[config.mk]
export PLATFORM = sky130hd
export DESIGN_NAME = switch_debounce_pulse
export DESIGN_NICKNAME = d
export VERILOG_FILES = /design/src/rtl/switch_debounce_pulse.sv
export SDC_FILE = /design/constraint.sdc
export NUM_CORES = 1
export LEC_CHECK = 0
export BUFFER_PORTS_ARGS = -buffer_cell sky130_fd_sc_hd__buf_2
export CAP_MARGIN = 25
export CORE_MARGIN = 3
export CORE_UTILIZATION = 60
export CTS_CLUSTER_DIAMETER = 100
export DETAILED_ROUTE_END_ITERATION = 6
export GPL_ROUTABILITY_DRIVEN = 1
export MAX_ROUTING_LAYER = met4
export PLACE_DENSITY_LB_ADDON = 0.05
export SETUP_SLACK_MARGIN = 0.2
export SYNTH_ARGS = -nofsm -noshare
export SYNTH_HDL_FRONTEND = slang
export SYNTH_SLANG_ARGS = --single-unit
[constraint.sdc]
create_clock -name i_clk -period 5.9 [get_ports i_clk]
set_input_delay 0.295 -clock i_clk [delete_from_list [all_inputs] [get_ports i_clk]]
set_output_delay 0.295 -clock i_clk [all_outputs]
set_load 0.1 [all_outputs]
[src/rtl/switch_debounce_pulse.sv]
// ---------------------------------------------------------------------------
// switch_debounce_pulse
//
// Debounces a raw mechanical switch/button and reports the accepted level
// plus one-cycle press/release strobes.
//
// The raw input is brought into the clock domain by a 2-flop synchronizer.
// A four-state FSM then requires the synchronized level to stay stable for
// exactly par_T_debounce_val cycles before accepting a change.
//
// Parameters
//   par_T_debounce_bits : width of the debounce timer
//                         (2**bits must exceed par_T_debounce_val)
//   par_T_debounce_val  : stable cycles required to accept a change (>= 2)
//
// Ports
//   i_clk           : clock, rising edge
//   i_rstn          : synchronous active-low reset
//   i_sw            : raw asynchronous switch level
//   o_sw_level      : debounced switch level
//   o_press_pulse   : one-cycle strobe on an accepted 0->1 change
//   o_release_pulse : one-cycle strobe on an accepted 1->0 change
// ---------------------------------------------------------------------------
module switch_debounce_pulse #(
  parameter int par_T_debounce_bits = 20,
  parameter int par_T_debounce_val  = 1000000
) (
  input  logic i_clk,
  input  logic i_rstn,
  input  logic i_sw,
  output logic o_sw_level,
  output logic o_press_pulse,
  output logic o_release_pulse
);

  typedef enum logic [1:0] {
    ST_LOW       = 2'b00,
    ST_WAIT_HIGH = 2'b01,
    ST_HIGH      = 2'b10,
    ST_WAIT_LOW  = 2'b11
  } state_t;

  localparam logic [par_T_debounce_bits-1:0] TIMER_MAX =
    par_T_debounce_bits'(par_T_debounce_val - 1);

  logic                           s_sync1;
  logic                           s_sync2;
  state_t                         s_state;
  state_t                         s_state_nxt;
  logic [par_T_debounce_bits-1:0] s_timer;
  logic                           s_timer_done;

  assign s_timer_done = (s_timer >= TIMER_MAX);

  // Two-flop synchronizer. Only s_sync2 is used by the FSM.
  always_ff @(posedge i_clk) begin
    if (!i_rstn) begin
      s_sync1 <= 1'b0;
      s_sync2 <= 1'b0;
    end else begin
      s_sync1 <= i_sw;
      s_sync2 <= s_sync1;
    end
  end

  // State register, debounce timer and registered strobes.
  // The timer restarts on every state change, so each wait state always
  // counts a fresh stable interval. The timer saturates and never wraps,
  // so a long stable level cannot trigger a late spurious transition.
  always_ff @(posedge i_clk) begin
    if (!i_rstn) begin
      s_state         <= ST_LOW;
      s_timer         <= '0;
      o_press_pulse   <= 1'b0;
      o_release_pulse <= 1'b0;
    end else begin
      s_state <= s_state_nxt;
      if (s_state != s_state_nxt) begin
        s_timer <= '0;
      end else if (!s_timer_done) begin
        s_timer <= s_timer + 1'b1;
      end
      // Strobes fire only on a qualified acceptance. A bounce that returns
      // to the old level goes back through the other edge and stays silent.
      o_press_pulse   <= (s_state == ST_WAIT_HIGH) && (s_state_nxt == ST_HIGH);
      o_release_pulse <= (s_state == ST_WAIT_LOW)  && (s_state_nxt == ST_LOW);
    end
  end

  // Next-state logic.
  always_comb begin
    s_state_nxt = ST_LOW;
    case (s_state)
      ST_LOW: begin
        s_state_nxt = s_sync2 ? ST_WAIT_HIGH : ST_LOW;
      end
      ST_WAIT_HIGH: begin
        if (!s_sync2) begin
          s_state_nxt = ST_LOW;
        end else if (s_timer_done) begin
          s_state_nxt = ST_HIGH;
        end else begin
          s_state_nxt = ST_WAIT_HIGH;
        end
      end
      ST_HIGH: begin
        s_state_nxt = s_sync2 ? ST_HIGH : ST_WAIT_LOW;
      end
      ST_WAIT_LOW: begin
        if (s_sync2) begin
          s_state_nxt = ST_HIGH;
        end else if (s_timer_done) begin
          s_state_nxt = ST_LOW;
        end else begin
          s_state_nxt = ST_WAIT_LOW;
        end
      end
      default: begin
        s_state_nxt = ST_LOW;
      end
    endcase
  end

  // Moore level output. It stays high while a release is still being qualified.
  assign o_sw_level = (s_state == ST_HIGH) || (s_state == ST_WAIT_LOW);

endmodule

==> impl.org <==
** Final layout
- Most used cells in the layout excluding fill and tap cells :: sky130_fd_sc_hd__dfxtp_1 (26), sky130_fd_sc_hd__nand2_1 (15), sky130_fd_sc_hd__a21oi_1 (15)
- Layout area overhead :: 4.61%
- Fraction of layout cells with a size suffix above 1 :: 0.0867
- Counting the fill cells in the layout gives between 150 and 200.
- Most common library cell in the layout ignoring fill and taps :: sky130_fd_sc_hd__dfxtp_1
- Fin nets :: 155
- Number of antenna cells inserted :: 0
- Final design instance area without fill :: 0.00134 mm^2

** Setup path
- Data arrival time of the critical path :: slightly below 3 ns
- Data on the critical path is required at its endpoint by 6.13 ns.
- The number of cells on the worst reg-to-reg path is 6.
- The worst setup path is captured at a flip-flop.
- Kind of start point of the critical path :: flip-flop
- In this run the worst path has a maximum fanout of 20.
- The worst setup path is of the reg -> reg kind.

** Timing
- The number of endpoints with negative hold slack in the final report came to 0.
- Clock skew on the completed layout was measured at roughly 0.0026 ns.
- Adding up every negative setup slack in the final design gives 0 ns.
- Setup repair after global routing left no endpoint under its margin.
- The worst path in the final design needs a cycle of 2.66 ns, including I/O delays and setup.
- Max Slew Vio Count :: 0
- Setup violations remaining at the end of the flow were counted as 0.
- Worst slew pin tran :: between 0.6 and 0.7 ns
- Fmax :: 0.375 GHz
- In this run the tightest slew margin relative to its limit is 0.567.
- Dividing the final minimum period by the clock period gives 0.451.

** Synth
- Number of synthesized flops with an enable pin :: 0
- The mapped netlist covers between 0.001 and 0.0015 mm^2.
- Among all flip-flop cells after synthesis, the most frequent one is sky130_fd_sc_hd__dfxtp_1.
- The share of synthesized area in the top cell type comes to 0.408.
- Cells after synthesis :: 149
- During synthesis, Yosys emitted a total of 0 warnings.
- After synthesis the netlist holds a flip-flop and latch count of 26.
- Each instance of the synthesized netlist takes up on average around 8.6 um^2.
- Synthesis instantiated 34 different standard cells from the library.
- Of all flip-flops after synthesis, the portion carrying an async set or reset was 0.
- The number of nets handed over by synthesis was 153.
- Of the synthesized area, sequential elements account for 0.408.
- Cell taking the most area after synthesis :: sky130_fd_sc_hd__dfxtp_1
- Largest cells by area after synthesis :: sky130_fd_sc_hd__dfxtp_1 (41%), sky130_fd_sc_hd__or4_1 (7.1%), sky130_fd_sc_hd__a21oi_1 (5.9%), sky130_fd_sc_hd__o31ai_1 (5.3%), sky130_fd_sc_hd__nand2_1 (4.4%)

** Place
- In this run the cell area measured after placement is ~0.0013 mm^2.
- The congestion estimate from routability-driven global placement came to ~0.83.
- The HPWL after detailed placement is 1750 um.
- Buffers on Ports :: 5

** Die
- Vert. Die Dim :: about 52 um
- The floorplan has 16 rows.
- Core area :: ~0.0020 mm^2
- The die covers between 0.002 and 0.003 mm^2.
- Chip width :: 52.1 um
- Starting density of the core :: 0.644
- I/O pin cnt :: 6

** Route
- First-pass detailed-route iteration total :: 4
- The count of nets left with antenna violations once routing finished came out at 0.
- Dividing the detail-routed wire length by the instance count gives 14.1 um.
- After detailed routing, the number of vias per cell comes to 6.31.
- The detailed router finished its first iteration with 15 violations.
- The routed layout has 1117 vias.
- Number of design rule violations left after detail routing :: 0
- Wirelength, routed :: 2500 um

** Global route
- The first global-routing pass estimated 4310 um of wire.
- All-layer global routing usage :: 0.214
- Antenna violations before repair :: 0
- Maximum number of pins on one net before global-route repair :: 21
- Aggregate global routing overflow :: 0
- The number of global-route vias before repair came to approximately 1000.

** Power
- Power Dens Cells :: 209 mW/mm^2
- The completed layout was analyzed and its total power is 0.000280 W.
- IR Drop Worst-Case VDD :: 181 uV
- Pleak :: between 0.4 and 0.5 nW

** Clocking
- Count of cells resized by post-cts repair :: 0
- In this run the post-CTS setup repair buffer count came out at 0.
- The clock net in this run drives a total of 26 sinks.
- Clock-pin slew was measured on the worst setup and hold paths at 0.14 ns.
- Number of buffers created by CTS :: 3
- Clk root buf :: sky130_fd_sc_hd__clkbuf_4
- The clock passes through at most 2 buffers.
- Hold_buf cts :: 0
- In this run the number of H-tree levels came out at 1.
- Clock latency on the worst-skew pair, taken at its later pin, is 0.31 ns.
- CTS tree :: built

** Run
- The tool flagged a number of max-cap violations equal to 0.

** Run status
- The flow ran to the end, and the final reports show no timing, DRC or antenna violations.

** Hold path
- Counting instances, the worst hold path has a depth of 2.
- Hold Crit Class :: in -> reg
cell type report:
cell class	instances	area, um^2	area share
flip-flops and latches	26	520	0.390
repair buffers	6	32.5	0.0244
multi-input cells	112	704	0.528
well taps	27	33.8	0.0253
inverters	2	7.51	0.00562
clock buffers	4	36.3	0.0272
cells in the mapped netlist, drive strengths merged, types with 2 or more instances:
master  instances
dfxtp          26
a21oi          15
nand2          15
or4            13
o31ai           9
nand3           8
nor2            8
clkbuf          6
or3             6
o21ai           5
nand4           4
a211oi          3
and2            3
buf             3
nor3b           3
o21a            3
xor2            3
and4            2
inv             2
mux2i           2
through the flow:
step                      instances   util  setup WS (ns)  hold WS [ns]
final                           177  0.674           3.24         0.176
after global routing            177  0.674           3.10         0.160
after CTS                       177  0.674           3.25         0.167
after detailed placement        173  0.655           3.28         0.427
after global placement          173  0.655           3.40         0.425
after floorplan                 149      -           3.83         0.412
power by group:
group	internal [W]	total [W]	leakage, nW	switching [W]
registers	0.000178	0.000181	0.210	0.00000249
clock network	0.0000377	0.0000887	0.0210	0.0000510
logic	0.00000385	0.0000103	0.195	0.00000646
final timing paths:
kind / start / end / slack [ns]
min: i_sw / s_sync1 / 0.18
max reg2reg: s_timer[14] / s_timer[18] / 3.24
max: s_timer[14] / s_timer[18] / 3.24
min reg2reg: s_sync1 / s_sync2 / 0.47
registers in the layout, indices dropped and copies added (netlist names):
name,flops
o_release_pulse,1
s_sync1,1
s_timer,20
s_state,2
o_press_pulse,1
s_sync2,1
per-layer routing:
metal | GRT usage | vias to the layer above | part of all wire
met5 | - | - | 0
met4 | 0.109 | 0 | 0.020
met3 | 0.0344 | 6 | 0.036
met2 | 0.354 | 22 | 0.50
met1 | 0.248 | 518 | 0.44
li1 | - | 571 | -
critical path: stages (launching register included):
cell,delay [ns]
sky130_fd_sc_hd__dfxtp_1,0.43
sky130_fd_sc_hd__nor3b_1,0.36
sky130_fd_sc_hd__nand3b_1,0.14
sky130_fd_sc_hd__o22ai_2,0.53
sky130_fd_sc_hd__buf_4,0.34
sky130_fd_sc_hd__a21o_1,0.55
sky130_fd_sc_hd__o21ba_1,0.22
cells by family (layout without fill, tap and decap cells):
group / after synthesis / in the layout / synth area share
mux: 2 / 2 / 0.0157
fa+ha+maj: 1 / 1 / 0.00980
buf+inv: 11 / 12 / 0.0402
simple gates: 65 / 65 / 0.292
xor+xnor: 4 / 4 / 0.0275
compound gates: 40 / 40 / 0.207
flops: 26 / 26 / 0.408
Note: power is estimated with default switching activity, not from simulation.
